===== src/rtl/ram_lsu.sv =====
// Load/store sequencer driving the byte-lane ram: one access at a time, sub-word stores by read-modify-write.
// Optional LSU_WRAP_ERR_EN: reject accesses whose last byte wraps past 0x1FFF with rsp_err instead of wrapping.
module ram_lsu (
  input  logic        clk,
  input  logic        rst_n,
  input  logic        req_valid,
  output logic        req_ready,
  input  logic        req_we,
  input  logic [1:0]  req_size,
  input  logic        req_unsigned,
  input  logic [12:0] req_addr,
  input  logic [31:0] req_wdata,
  output logic        rsp_valid,
  input  logic        rsp_ready,
  output logic [31:0] rsp_rdata,
  output logic        rsp_err,
  output logic        mem_ena,
  output logic        mem_wea,
  output logic [12:0] mem_addra,
  output logic [31:0] mem_dina,
  output logic        mem_rstb,
  output logic        mem_enb,
  output logic [12:0] mem_addrb,
  input  logic [31:0] mem_doutb
);

  typedef enum logic [2:0] {
    S_IDLE = 3'd0,
    S_RD   = 3'd1,
    S_CAP  = 3'd2,
    S_WR   = 3'd3,
    S_RSP  = 3'd4
  } state_e;

  state_e      state_q, state_d;
  logic        we_q, we_d;
  logic [1:0]  size_q, size_d;
  logic        uns_q, uns_d;
  logic [12:0] addr_q, addr_d;
  logic [31:0] dina_q, dina_d;
  logic [31:0] rdata_q, rdata_d;

  function automatic logic [31:0] fmt_load(input logic [31:0] raw, input logic [1:0] size,
                                           input logic uns);
    case (size)
      2'd0:    return {{24{~uns & raw[7]}}, raw[7:0]};
      2'd1:    return {{16{~uns & raw[15]}}, raw[15:0]};
      default: return raw;
    endcase
  endfunction

  function automatic logic [31:0] merge_store(input logic [31:0] raw, input logic [31:0] wdata,
                                              input logic [1:0] size);
    case (size)
      2'd0:    return {raw[31:8], wdata[7:0]};
      2'd1:    return {raw[31:16], wdata[15:0]};
      default: return wdata;
    endcase
  endfunction

`ifdef LSU_WRAP_ERR_EN
  logic        err_q, err_d;
  logic [2:0]  nbytes_s;
  logic        wrap_s;

  // Access wraps when its last byte lies beyond 0x1FFF.
  always_comb begin
    case (req_size)
      2'd0:    nbytes_s = 3'd1;
      2'd1:    nbytes_s = 3'd2;
      default: nbytes_s = 3'd4;
    endcase
    wrap_s = ({1'b0, req_addr} + {11'd0, nbytes_s}) > 14'd8192;
  end
`endif

  // Next-state and datapath register inputs.
  always_comb begin
    state_d = state_q;
    we_d    = we_q;
    size_d  = size_q;
    uns_d   = uns_q;
    addr_d  = addr_q;
    dina_d  = dina_q;
    rdata_d = rdata_q;
`ifdef LSU_WRAP_ERR_EN
    err_d   = err_q;
`endif
    case (state_q)
      S_IDLE: begin
        if (req_valid) begin
          we_d    = req_we;
          size_d  = req_size;
          uns_d   = req_unsigned;
          addr_d  = req_addr;
          dina_d  = req_wdata;
          rdata_d = 32'd0;
`ifdef LSU_WRAP_ERR_EN
          err_d   = wrap_s;
          if (wrap_s) begin
            state_d = S_RSP;
          end else if (req_we && req_size[1]) begin
            state_d = S_WR;
          end else begin
            state_d = S_RD;
          end
`else
          if (req_we && req_size[1]) begin
            state_d = S_WR;
          end else begin
            state_d = S_RD;
          end
`endif
        end else begin
          state_d = S_IDLE;
        end
      end
      S_RD:  state_d = S_CAP;
      // dina_q still holds the store data here, so it doubles as the merge source.
      S_CAP: begin
        if (we_q) begin
          dina_d  = merge_store(mem_doutb, dina_q, size_q);
          state_d = S_WR;
        end else begin
          rdata_d = fmt_load(mem_doutb, size_q, uns_q);
          state_d = S_RSP;
        end
      end
      S_WR:  state_d = S_RSP;
      S_RSP: begin
        if (rsp_ready) begin
          state_d = S_IDLE;
        end else begin
          state_d = S_RSP;
        end
      end
      default: state_d = S_IDLE;
    endcase
  end

  // State and datapath registers.
  always_ff @(posedge clk or negedge rst_n) begin
    if (!rst_n) begin
      state_q <= S_IDLE;
      we_q    <= 1'b0;
      size_q  <= 2'd0;
      uns_q   <= 1'b0;
      addr_q  <= 13'd0;
      dina_q  <= 32'd0;
      rdata_q <= 32'd0;
`ifdef LSU_WRAP_ERR_EN
      err_q   <= 1'b0;
`endif
    end else begin
      state_q <= state_d;
      we_q    <= we_d;
      size_q  <= size_d;
      uns_q   <= uns_d;
      addr_q  <= addr_d;
      dina_q  <= dina_d;
      rdata_q <= rdata_d;
`ifdef LSU_WRAP_ERR_EN
      err_q   <= err_d;
`endif
    end
  end

  assign req_ready = (state_q == S_IDLE);
  assign rsp_valid = (state_q == S_RSP);
  assign rsp_rdata = rdata_q;
`ifdef LSU_WRAP_ERR_EN
  assign rsp_err   = err_q;
`else
  assign rsp_err   = 1'b0;
`endif
  assign mem_ena   = (state_q == S_WR);
  assign mem_wea   = (state_q == S_WR);
  assign mem_addra = addr_q;
  assign mem_dina  = dina_q;
  assign mem_enb   = (state_q == S_RD);
  assign mem_addrb = addr_q;
  assign mem_rstb  = ~rst_n;

endmodule


===== config.mk =====
export PLATFORM = sky130hd
export DESIGN_NAME = ram_lsu
export DESIGN_NICKNAME = d
export VERILOG_FILES = /design/src/rtl/ram_lsu.sv
export SDC_FILE = /design/constraint.sdc
export NUM_CORES = 1
export LEC_CHECK = 0
export BUFFER_PORTS_ARGS = -buffer_cell sky130_fd_sc_hd__buf_2
export CORE_MARGIN = 8
export CORE_UTILIZATION = 40
export DETAILED_ROUTE_END_ITERATION = 12
export PLACE_DENSITY = 0.71
export SLEW_MARGIN = 15
export SYNTH_ARGS = -nofsm -noshare
export SYNTH_HDL_FRONTEND = slang
export SYNTH_SLANG_ARGS = --single-unit

===== constraint.sdc =====
create_clock -name clk -period 4.9 [get_ports clk]
set_clock_uncertainty 0.15 [all_clocks]
set_input_delay 0 -clock clk [delete_from_list [all_inputs] [get_ports clk]]
set_output_delay 0 -clock clk [all_outputs]
set_load 0.02 [all_outputs]

==> summary by stage <==
Die
The die is 114 um tall. The die outline width is 114 um. 182 I/O pins were placed. The core outline area is 0.00924 mm^2.

Once the floorplan was initialized, standard cells occupied 41.3% of the core. The die covers 0.0129 mm^2. The number of core rows is 35.

Global route
The wire length of the first global-routing pass is 21.1 mm. Global routing used 20.4% of the available tracks across all layers. For this run the aggregate overflow at the end of global routing stands at 0. The layer with the highest usage is met2. The global routing usage on met2 is 34.2%. For this run, global-route usage on met1 was measured as 22.9%. The via count of the first global-routing pass came to 4201.

The initial antenna violation count is 3. Entering global routing, the biggest net connects 86 pins. For met3 alone, demand over resource in global routing was 5.97%.

Routing
The detail-routed via count per cell is 4.86. After detailed routing, the number of remaining DRC violations is 0. The routed length per instance is 16.3 um. The iteration-0 DRC count of the detailed router is 258. The number of nets with antenna violations after detailed routing is 0.

The final route contains 3987 vias. The wire length reported by the detailed router is 13.4 mm. The first-pass iteration count of the detailed router is 5.

Critical path
The launch point of the worst reg-to-reg path is state_q[1]$_DFF_PN0_. On the critical path the largest part of the delay comes from buffers and inverters. The critical path buffer and inverter count is 2.

The critical path goes through nor3b_4 > buf_4 > a221oi_4 > a31oi_1 > dlygate4sd3_1. In this run the critical register-to-register path is captured at mem_dina[12]$_DFFE_PN0P_. The startpoint kind of the worst setup timing path is a flip-flop. The critical path is of the flip-flop to flip-flop type. On the worst path, the slowest cell contributes a delay of 0.64 ns. STA classifies the critical path endpoint as a flip-flop. The cell with the biggest individual delay on the critical path is sky130_fd_sc_hd__a221oi_4. STA puts the critical path data required time at 4.99 ns. For the worst setup path, the data arrival time is 2.70 ns. For flop-to-flop paths, the worst setup slack is 2.29 ns.

In this run the worst path has a maximum fanout of 35. The depth of the worst register-to-register path is 5.

Status
The run finished with clean final reports.

Placed design
The count of buffers added on input and output ports is 180. In this run the cell area measured after placement is 0.00466 mm^2. Once detailed placement completed, the half-perimeter wirelength came to 8.40 mm. After detailed placement, the design holds a cell count of 698. The last weighted congestion value of the routability-driven placer is 0.809.

Clocking
After clock tree synthesis, the repair step resized 0 gates. The root buffer cell is sky130_fd_sc_hd__clkbuf_8. The CTS tree is done.

The clock sink total is 84. The count of hold buffers inserted by post-cts repair is 103. The maximum level of the CTS H-tree is 3. TritonCTS created 9 clock buffers. Clock latency on the worst-skew pair, taken at its later pin, is 0.35 ns. The CTS clock-pin slew for the worst setup and hold paths is 0.09 ns. No sink is reached through more buffers than the 2 on the longest clock path. Post-CTS timing repair inserted 0 buffers for setup.

Yosys
Of the synthesized area, sequential elements account for 55.1%. Synthesis produced a netlist whose cell count is 425. The synthesized design spends more area on one cell type than any other, namely sky130_fd_sc_hd__dfrtp_1.

The most instantiated library cell after synthesis is sky130_fd_sc_hd__nand2_1. The number of register bits inferred by synthesis is 84. The post-synth net total is 510. The mean instance size in the synthesized netlist is 8.97 um^2. Counting flops with an async set or reset pin after synthesis yields a share of 100%. The summed instance area of the synthesized netlist is 0.00381 mm^2.

The portion of synthesized cell area occupied by the leading cell type is 55.1%. Sorting the synthesized cells by area gives the leading types as sky130_fd_sc_hd__dfrtp_1, sky130_fd_sc_hd__nand2_1, sky130_fd_sc_hd__a31oi_1. During synthesis, Yosys emitted a total of 0 warnings. Counting flops with a built-in enable in the synthesized netlist gives 0.

Sorting the synthesized cells by how often they occur yields sky130_fd_sc_hd__nand2_1, sky130_fd_sc_hd__dfrtp_1, sky130_fd_sc_hd__nor2_1, sky130_fd_sc_hd__o21ai_0, sky130_fd_sc_hd__a31oi_1. The most frequently used flop master after synthesis is sky130_fd_sc_hd__dfrtp_1. Counting distinct cell types in the post-synthesis netlist gives 33.

Layout
The filler cells instantiated in the layout total 736. The fraction of final layout cells sized beyond drive strength 1 is 32.3%. Summing all flip-flop and latch instances after layout gives 0.00210 mm^2. The post-route cell area is 0.00588 mm^2.

The number of cells in the finished layout apart from fillers is 820. The multi-input gate area in the final layout is 0.00144 mm^2. The area growth from synthesis to layout is 54.3%. The number of nets at the end of the flow is 768. The post-layout utilization of the core is 63.7%.

STA
The setup violation total in the final timing report is 0. Static timing analysis puts the maximum clock frequency at 384 MHz. In the final timing run, aggregate negative setup slack is 0 ns.

The worst slew margin relative to its limit is 37.6%. For the pin with the worst max-slew slack, the measured transition is 0.936 ns. Subtracting the final worst setup slack from the clock period gives 2.61 ns. Setup repair after global routing left no endpoint under its margin. After layout, the worst path uses 53.2% of the clock period. The number of endpoints with negative hold slack in the final report is 0. The number of pins exceeding their max-slew limit in the final report is 0.

Power and ir drop
The total power draw is 3.87 mW. The total power divided by cell area is 658 mW/mm^2. The peak supply drop is 0.352 mV. The leakage power is 2.96 nW.

Job
The max-capacitance violation count is 0.

Worst hold path
The path class of the tightest hold or removal check is input pin to async pin.
state kept, by name, summed over array words and instances, names as in the netlist:
signal     cells
uns_q          1
we_q           1
size_q         2
mem_dina      32
state_q        3
rsp_rdata     32
mem_addra     13
report_power, final:
part / internal [mW] / switching (mW) / leakage, nW / total (mW)
Sequential: 1.03 / 0.216 / 1.04 / 1.24
Clock: 0.201 / 0.267 / 0.0816 / 0.468
Combinational: 0.790 / 1.37 / 1.84 / 2.16
worst register-to-register path, delay by kind of cell (launching register included):
family          cells  cell delay (ns)
buf+inv             2             0.85
flops               1             0.49
simple gates        1             0.19
compound gates      2             0.81
layout by cell type, fill, tap and decap left out, drive strengths merged:
cell type	instances
buf	184
nand2	154
dlygate4sd3	103
dfrtp	84
o21ai	37
nor2	34
a31oi	24
nand3	15
a21oi	13
clkbuf	10
inv	7
clkinvlp	4
diode	3
nand2b	3
nor3	2
nor3b	2
or2	2
and3	1
a32o	1
a221oi	1
or3b	1
and2	1
mux2	1
a21o	1
a41oi	1
nand3b	1
conb	1
cell families after synthesis:
logic type	synth area share, %
AO/OA/AOI/OAI	13.7
multiplexers	0.295
other	0.0983
AND/OR/NAND/NOR	23.5
flip-flops	55.1
buffers and inverters	7.28
metrics by stage:
stage	hold slack [ns]	setup WS, ns
after floorplan	-0.446	2.96
after global placement	0.0388	2.65
after detailed placement	0.0435	2.56
after CTS	0.193	2.30
after global routing	0.183	2.09
final	0.0768	2.29
worst max-delay path by stage:
stage / from / endpoint / depth (start not counted)
after floorplan: state_q[1]$_DFF_PN0_ / mem_addra[0]$_DFFE_PN0P_ / 6
after global placement: state_q[1]$_DFF_PN0_ / rsp_rdata[17]$_DFFE_PN0P_ / 5
after detailed placement: state_q[1]$_DFF_PN0_ / rsp_rdata[19]$_DFFE_PN0P_ / 5
after CTS: state_q[1]$_DFF_PN0_ / mem_dina[10]$_DFFE_PN0P_ / 6
after global routing: state_q[1]$_DFF_PN0_ / mem_dina[9]$_DFFE_PN0P_ / 6
final: state_q[1]$_DFF_PN0_ / mem_dina[12]$_DFFE_PN0P_ / 5
routing by layer:
metal	share of wire, %	up-vias
met5	0	-
met4	3.7	0
met3	8.1	36
met2	49	195
met1	39	1861
li1	-	1895
area by class of cell:
type | count | share of cell area [%]
sequential | 84 | 35.7
timing repair buffer | 287 | 33.4
multi-input combinational | 296 | 24.5
tap | 129 | 2.74
clock buffer | 10 | 2.34
clock inverter | 6 | 0.808
inverter | 5 | 0.319
antenna | 3 | 0.128
Note: power is estimated with default switching activity, not from simulation.
